**config.mk**
```make
export PLATFORM = sky130hd
export DESIGN_NAME = hilo_muldiv_unit
export DESIGN_NICKNAME = d
export VERILOG_FILES = /design/src/rtl/hilo_muldiv_unit.sv
export SDC_FILE = /design/constraint.sdc
export NUM_CORES = 1
export LEC_CHECK = 0
export BUFFER_PORTS_ARGS = -buffer_cell sky130_fd_sc_hd__buf_2
export CAP_MARGIN = 20
export CORE_MARGIN = 2
export CORE_UTILIZATION = 25
export CTS_CLUSTER_SIZE = 14
export DETAILED_ROUTE_END_ITERATION = 16
export SLEW_MARGIN = 10
export SYNTH_ARGS = -nofsm -noshare
export SYNTH_HDL_FRONTEND = slang
export SYNTH_SLANG_ARGS = --single-unit
```
**constraint.sdc**
```tcl
create_clock -name clk -period 4 [get_ports clk]
set_input_delay 0.2 -clock clk [delete_from_list [all_inputs] [get_ports clk]]
set_output_delay 0.2 -clock clk [all_outputs]
set_load 0.02 [all_outputs]
```
**src/rtl/hilo_muldiv_unit.sv**
```systemverilog
`default_nettype none
// ============================================================================
// Module   : hilo_muldiv_unit
// Purpose  : HI/LO result registers plus an iterative restoring divider that
//            sits directly downstream of the combinational multiplier.
//            MULT captures the multiplier outputs in one cycle, MTHI/MTLO
//            write HI or LO directly, and DIV runs an N-cycle signed or
//            unsigned restoring division (remainder -> HI, quotient -> LO).
// Ports    :
//   clk      in   1  clock, all state updates on the rising edge
//   rst      in   1  synchronous active-high reset (aborts any division)
//   Start    in   1  issue request, accepted only while idle
//   Op       in   2  00 MULT, 01 DIV, 10 MTHI, 11 MTLO
//   Signed   in   1  signed MULT/DIV
//   X        in   N  operand A / dividend / MTHI-MTLO data
//   Y        in   N  operand B / divisor
//   MulHi    in   N  multiplier high product half (same cycle as Start)
//   MulLo    in   N  multiplier low product half
//   MulOv    in   1  multiplier overflow
//   HI       out  N  product high / remainder
//   LO       out  N  product low / quotient
//   Busy     out  1  division in progress, issue must stall
//   Done     out  1  one-cycle pulse, HI/LO just updated by an accepted op
//   Ov       out  1  overflow flag of the last MULT/DIV
//   DivZero  out  1  last DIV had a zero divisor
// Revision : 1.0 - initial release
// ============================================================================
module hilo_muldiv_unit #(
  parameter int N = 32
) (
  input  logic         clk,
  input  logic         rst,
  input  logic         Start,
  input  logic [1:0]   Op,
  input  logic         Signed,
  input  logic [N-1:0] X,
  input  logic [N-1:0] Y,
  input  logic [N-1:0] MulHi,
  input  logic [N-1:0] MulLo,
  input  logic         MulOv,
  output logic [N-1:0] HI,
  output logic [N-1:0] LO,
  output logic         Busy,
  output logic         Done,
  output logic         Ov,
  output logic         DivZero
);

  localparam logic [1:0] OP_MULT = 2'b00;
  localparam logic [1:0] OP_DIV  = 2'b01;
  localparam logic [1:0] OP_MTHI = 2'b10;
  localparam logic [1:0] OP_MTLO = 2'b11;

  localparam int CW = $clog2(N);

  localparam logic [N-1:0]  ONE_N    = {{(N-1){1'b0}}, 1'b1};
  localparam logic [N-1:0]  MIN_N    = {1'b1, {(N-1){1'b0}}};
  localparam logic [CW-1:0] CNT_ONE  = {{(CW-1){1'b0}}, 1'b1};
  localparam logic [CW-1:0] CNT_INIT = CW'(N - 1);

  typedef enum logic [1:0] {
    S_IDLE = 2'd0,
    S_ITER = 2'd1,
    S_FIX  = 2'd2
  } state_t;

  state_t        state;
  logic [CW-1:0] cnt;        // remaining iterations minus one
  logic [N-1:0]  rem;        // restored partial remainder, always < divisor
  logic [N-1:0]  quo;        // dividend bits shift out MSB-first, quotient bits shift in
  logic [N-1:0]  divisor;    // divisor magnitude
  logic          q_neg;      // quotient sign = sign(X) ^ sign(Y)
  logic          r_neg;      // remainder takes the dividend's sign
  logic          ov_pend;    // most-negative / -1 case, reported at completion

  // Operand magnitudes; the most negative value negates to itself, which is
  // exactly its correct unsigned magnitude.
  logic         x_neg;
  logic         y_neg;
  logic [N-1:0] x_mag;
  logic [N-1:0] y_mag;
  logic         y_zero;
  logic         div_min_ov;

  assign x_neg      = Signed & X[N-1];
  assign y_neg      = Signed & Y[N-1];
  assign x_mag      = x_neg ? (~X + ONE_N) : X;
  assign y_mag      = y_neg ? (~Y + ONE_N) : Y;
  assign y_zero     = (Y == '0);
  assign div_min_ov = Signed & (X == MIN_N) & (&Y);

  // One restoring step: bring down the next dividend bit into an N+1-bit
  // partial remainder and trial-subtract the divisor. The extra top bit of
  // the difference is the borrow.
  logic [N:0]   part;
  logic [N+1:0] trial;
  logic         borrow;
  logic         unused_trial_bit;

  assign part             = {rem, quo[N-1]};
  assign trial            = {1'b0, part} - {2'b00, divisor};
  assign borrow           = trial[N+1];
  assign unused_trial_bit = trial[N];

  // Sign fix-up of the unsigned results.
  logic [N-1:0] q_fix;
  logic [N-1:0] r_fix;

  assign q_fix = q_neg ? (~quo + ONE_N) : quo;
  assign r_fix = r_neg ? (~rem + ONE_N) : rem;

  always_ff @(posedge clk) begin
    if (rst) begin
      state   <= S_IDLE;
      cnt     <= '0;
      rem     <= '0;
      quo     <= '0;
      divisor <= '0;
      q_neg   <= 1'b0;
      r_neg   <= 1'b0;
      ov_pend <= 1'b0;
      HI      <= '0;
      LO      <= '0;
      Busy    <= 1'b0;
      Done    <= 1'b0;
      Ov      <= 1'b0;
      DivZero <= 1'b0;
    end else begin
      Done <= 1'b0;
      case (state)
        S_IDLE: begin
          if (Start) begin
            case (Op)
              OP_MULT: begin
                HI      <= MulHi;
                LO      <= MulLo;
                Ov      <= MulOv;
                DivZero <= 1'b0;
                Done    <= 1'b1;
              end
              OP_MTHI: begin
                HI   <= X;
                Done <= 1'b1;
              end
              OP_MTLO: begin
                LO   <= X;
                Done <= 1'b1;
              end
              OP_DIV: begin
                if (y_zero) begin
                  // Divide by zero completes immediately with a defined result.
                  HI      <= X;
                  LO      <= '1;
                  DivZero <= 1'b1;
                  Ov      <= 1'b0;
                  Done    <= 1'b1;
                end else begin
                  state   <= S_ITER;
                  Busy    <= 1'b1;
                  cnt     <= CNT_INIT;
                  rem     <= '0;
                  quo     <= x_mag;
                  divisor <= y_mag;
                  q_neg   <= x_neg ^ y_neg;
                  r_neg   <= x_neg;
                  ov_pend <= div_min_ov;
                end
              end
              default: ;
            endcase
          end
        end

        S_ITER: begin
          rem <= borrow ? part[N-1:0] : trial[N-1:0];
          quo <= {quo[N-2:0], ~borrow};
          if (cnt == '0) begin
            state <= S_FIX;
          end else begin
            cnt <= cnt - CNT_ONE;
          end
        end

        S_FIX: begin
          HI      <= r_fix;
          LO      <= q_fix;
          Ov      <= ov_pend;
          DivZero <= 1'b0;
          Busy    <= 1'b0;
          Done    <= 1'b1;
          state   <= S_IDLE;
        end

        default: begin
          state <= S_IDLE;
          Busy  <= 1'b0;
        end
      endcase
    end
  end

endmodule
`default_nettype wire
```
======== Yosys cells after proc, flatten, opt, wreduce, memory -nomap -nowiden ========
Cells that the tools add are included.
operators by class
  add/sub/neg operators ................... 6
  multiply operators ...................... 0
  divide/modulo/power cells ............... 0
  $lt $le $gt $ge ......................... 0
  equality and inequality tests ........... 15
  shift operators ......................... 0
  mux-type cells .......................... 47
  bitwise logic cells ..................... 12
  reductions and logical operators ........ 16
operators by type and width
  operator                                                                 number
  32-bit 2-to-1 mux                                                        15
  32-bit one-hot mux with 2 select lines                                   4
  32-bit one-hot mux with 3 select lines                                   2
  32-bit by 1-bit adder with 32-bit output, second input constant          4
  32-bit inverter                                                          4
  33-bit by 32-bit subtractor with 34-bit output                           1
  32-bit equality test, second input constant                              1
  32-bit zero test                                                         1
  32-bit AND reduction                                                     1
  4-bit AND reduction                                                      7
  5-bit 2-to-1 mux                                                         4
  1-bit one-hot mux with 2 select lines                                    7
  5-bit one-hot mux with 2 select lines                                    1
  1-bit 2-to-1 mux                                                         9
  2-bit 2-to-1 mux                                                         4
  2-bit inequality test, second input constant                             4
  4-bit by 1-bit inequality test with 1-bit output, second input constant  2
  2-bit equality test, second input constant                               3
  5-bit zero test                                                          1
  5-bit AND reduction                                                      1
  5-bit by 1-bit subtractor with 5-bit output, second input constant       1
  1-bit bitwise AND                                                        4
  2-bit by 1-bit equality test with 1-bit output, second input constant    2
  2-bit zero test                                                          2
  other kinds (8)                                                          11
storage, ports and cells
  bits in registers ....................... 174
  bits in latches ......................... 0
  RAM bits ................................ 0
  ROM bits ................................ 0
  bits of input ports ..................... 135
  output and inout bits ................... 68
  word-level logic and storage cells ...... 110
  memories kept ........................... 0

======== Longest topological paths before layout ========
  depth after elaboration ................. 7
  depth in mapped cells ................... 13
  mapped depth without buffers ............ 13

======== Worst setup path after synthesis ========
No wires, ideal clock.
  path type ............................... flip-flop to flip-flop
  from .................................... register quo[9]
  to ...................................... register LO[30]
  setup time .............................. 0.070 ns
  arrival time ............................ 2.965 ns
  data required time ...................... 3.930 ns
  path slack .............................. 0.964 ns
  cell stages (with the launch flop) ...... 9
  buffers on the path ..................... 0
  period minus slack after synthesis ...... 3.036 ns
  path through ............................ dfxtp_1 > or4_4 > or4_4 > or4_4 > or3_4 > o41ai_4 > xor2_1 > a221o_1 > a21oi_1
on the way
  word-level cells in the longest chain between the ends .. 4
RTL lines
  what                                      line  text
  from (decl)                               70    logic [N-1:0] quo;
  from (signal assigned)                    162   quo <= x_mag;
  from (signal assigned)                    176   quo <= {quo[N-2:0], ~borrow};
  32-bit inverter                           109   assign q_fix = q_neg ? (~quo + ONE_N) : quo;
  32-bit by 1-bit adder with 32-bit output  109
  32-bit 2-to-1 mux                         109
  32-bit one-hot mux with 2 select lines    130   case (state)
  to (signal assigned)                      136   LO <= MulLo;
  to (signal assigned)                      186   LO <= q_fix;
  to (decl)                                 42    output logic [N-1:0] LO,
No other way between the ends.
A chain may end at the register's enable or synchronous reset.

======== Final worst setup path ========
Ends and elaborated chain as after synthesis.

==> flow_summary.json <==
{
  "antenna_left": 0,
  "post_cts_buffers": 0,
  "numCtsBuffers": 17,
  "finalMaxSlewViolations": 0,
  "synth_top_area_cell": "dfxtp_1",
  "port_buffers": 202,
  "min_from": "Y[0]",
  "seqPwrFrac_pct": 36.9,
  "p_clk_share_pct": 32.2,
  "power.density_nw_per_um2": 372,
  "vias": 11900,
  "gr-total-overflow": 0,
  "ys_seq_area_share_pct": 29.2,
  "cts_tree": "built",
  "layout_common_cells": "buf_2, dfxtp_1, nand2_1",
  "holdPathEnd": "divisor[0]$_SDFFE_PP0P_",
  "grt_pass1_vias": 11500,
  "drt_first_iter_violations": 1002,
  "nNetsFinal": 1858,
  "synth.area.top_cells": "dfxtp_1, mux2i_1, xor2_1",
  "startpoint_type": "register",
  "rr_worst_depth": 8,
  "crit_fanout": 7,
  "initial_utilization_pct": 25.1,
  "cts_resized": 0,
  "slew_headroom_pct": 29.0,
  "hold_depth": 3,
  "hold_violations": 0,
  "pre_cts_slack_ns": 0.651,
  "place_congestion": 0.880,
  "clockBufferDepth": 2,
  "clk_latency_ns": 0.45,
  "drc_errors": 0,
  "r2r-start": "quo[9]$_SDFFE_PP0P_",
  "ioPinCount": 203,
  "std_cell_rows": 80,
  "max_freq_mhz": 302,
  "synthCells": 1529,
  "max_cap_violations": 0,
  "yosysUniqueCellTypes": 61,
  "internal_power_mw": 3.45,
  "critPathArrivalTime_ns": 3.67,
  "dr.pass1.iters": 7,
  "hold_class": "in2reg",
  "tns_ns": 0,
  "die_h_um": 222,
  "required_ns": 4.36,
  "die_x_um": 222,
  "wl_per_cell_um": 17.8,
  "grt_pass1_wl_um": 64300,
  "finalCriticalPeriod_ns": 3.31,
  "fp.coreArea_um2": 47400,
  "min_period_over_period_pct": 82.7,
  "fin_ws_ns": 0.691,
  "critPathKind": "reg2reg",
  "synth_area_per_cell_um2": 7.80,
  "total_power_mw": 5.28,
  "yosysWarnings": 0,
  "tightest_slew_ns": 1.06,
  "cts.clk_slew.worst_paths_ns": 0.08,
  "final_common_cell": "buf_2",
  "endpoint_kind": "register",
  "power_leakage_nw": 6.04,
  "syn-cell-area_um2": 11900,
  "drive_gt1_share_pct": 16.7,
  "synth_ff_type": "dfxtp_1",
  "wl_um": 41000,
  "cts-hold-fix-buffers": 0,
  "synth_top_area_share_pct": 29.2,
  "area_growth_pct": 19.2,
  "status": "finished clean",
  "finClkSkew_ns": 0.0140,
  "combinationalPowerShare_pct": 30.9,
  "htreeDepth": 4,
  "dieArea_um2": 49400,
  "fin_util_pct": 29.9,
  "r2r_end": "LO[30]$_SDFFE_PP0P_",
  "p_switching_mw": 1.83,
  "rrSetupSlack_ns": 0.69,
  "synth_edf_count": 0,
  "fin_hold_ws_ns": 0.0708,
  "syn_nets": 1708,
  "via_per_inst": 5.16,
  "groute.usage.overall_pct": 16.3,
  "swShare_pct": 34.6,
  "grt_max_degree": 68,
  "antenna_found_initial": 1,
  "post-dp-hpwl_um": 31800,
  "max-vdd-ir-drop_mv": 0.288,
  "synth_seq_cells": 174,
  "rsz0062_at_grt": "no",
  "clock-root-buffer": "clkbuf_16",
  "async_flop_share_pct": 0,
  "setup_viol": 0,
  "cts.sinks": 174
}
-- per-stage QoR --
step	instance area [um^2]	cells
floorplan	11900	1529
global placement	13600	2273
detailed placement	13600	2273
CTS	14200	2304
global route	14200	2307
finish	14200	2307
-- how the worst max path moves through the flow --
stage	startpoint	to	slack (ns)	depth (start not counted)
after global routing	divisor[1]$_SDFFE_PP0P_	rem[8]$_SDFFE_PP0P_	0.47	12
after global placement	Y[0]	LO[24]$_SDFFE_PP0P_	0.75	13
after detailed placement	Y[0]	LO[5]$_SDFFE_PP0P_	0.65	14
after floorplan	quo[9]$_SDFFE_PP0P_	LO[30]$_SDFFE_PP0P_	0.96	8
final	quo[9]$_SDFFE_PP0P_	LO[30]$_SDFFE_PP0P_	0.69	8
after CTS	quo[9]$_SDFFE_PP0P_	LO[30]$_SDFFE_PP0P_	0.69	8
-- area by class of cell --
cell class,count,area (um^2)
Timing Repair Buffer,226,1250
Multi-Input combinational cell,1200,7900
Clock buffer,19,443
Antenna cell,1,2.50
Tap cell,615,769
Fill cell,5065,33200
Sequential cell,174,3480
Inverter,60,225
Clock inverter,12,134
-- metal layers --
layer,vias to the layer above,part of all wire (%),global-route usage (%)
li1,5833,-,-
met3,30,6.6,2.47
met5,-,0,0
met4,0,1.5,4.03
met1,5609,46,22.0
met2,440,46,27.1
-- cell families after synthesis --
family	after synthesis	share of synthesized area [%]
adder cells (fa/ha/maj)	44	4.68
multiplexers	90	7.56
AO/OA/AOI/OAI	434	24.1
XOR/XNOR	149	10.9
buffers and inverters	155	4.93
flip-flops	174	29.2
AND/OR/NAND/NOR	483	18.6
-- power groups by stage --
stage          Clock [mW]  Sequential, mW  Combinational, mW
5_1_grt              1.79            1.96               1.79
3_3_place_gp            0            1.98               1.60
2_1_floorplan           0            2.02               1.08
3_5_place_dp            0            1.99               1.62
6_report             1.70            1.95               1.63
4_1_cts              1.72            1.95               1.62
-- state kept, by name (all words and copies together), names as in the netlist --
signal / flops
HI: 32
LO: 32
divisor: 32
quo: 32
rem: 32
cnt: 5
state: 2
Busy: 1
DivZero: 1
Done: 1
Ov: 1
ov_pend: 1
q_neg: 1
r_neg: 1
-- critical path, cell delays in order, from the launching register on --
cell and delay (ns):
dfxtp_1 0.38, or4_4 0.58, or4_4 0.46, or4_4 0.53
or3_4 0.39, o41ai_4 0.32, xor2_1 0.13, a221o_1 0.30
a21oi_1 0.13
-- synthesized netlist by cell type (4+ instances only) --
master	number
nand2_1	168
a222oi_1	9
a211oi_1	37
or2_2	7
nor2_1	148
nand2b_1	6
or3_1	17
o211a_1	4
buf_1	6
a31oi_1	12
o21ai_0	82
nor4_1	4
a221oi_1	30
nor2b_1	10
o31ai_1	23
mux2i_1	90
nand4_1	12
a22oi_1	6
xnor2_1	65
a2111oi_0	5
dfxtp_1	174
o22ai_1	6
inv_1	60
or4_1	14
and2_1	7
clkbuf_1	86
a221o_1	7
o41ai_1	14
xor2_1	84
o211ai_1	34
a21o_1	12
and3_1	8
ha_1	43
a21oi_1	124
nor3_1	39
o21a_1	6
nand3_1	28
No activity file was read; power rests on OpenSTA's default activity.
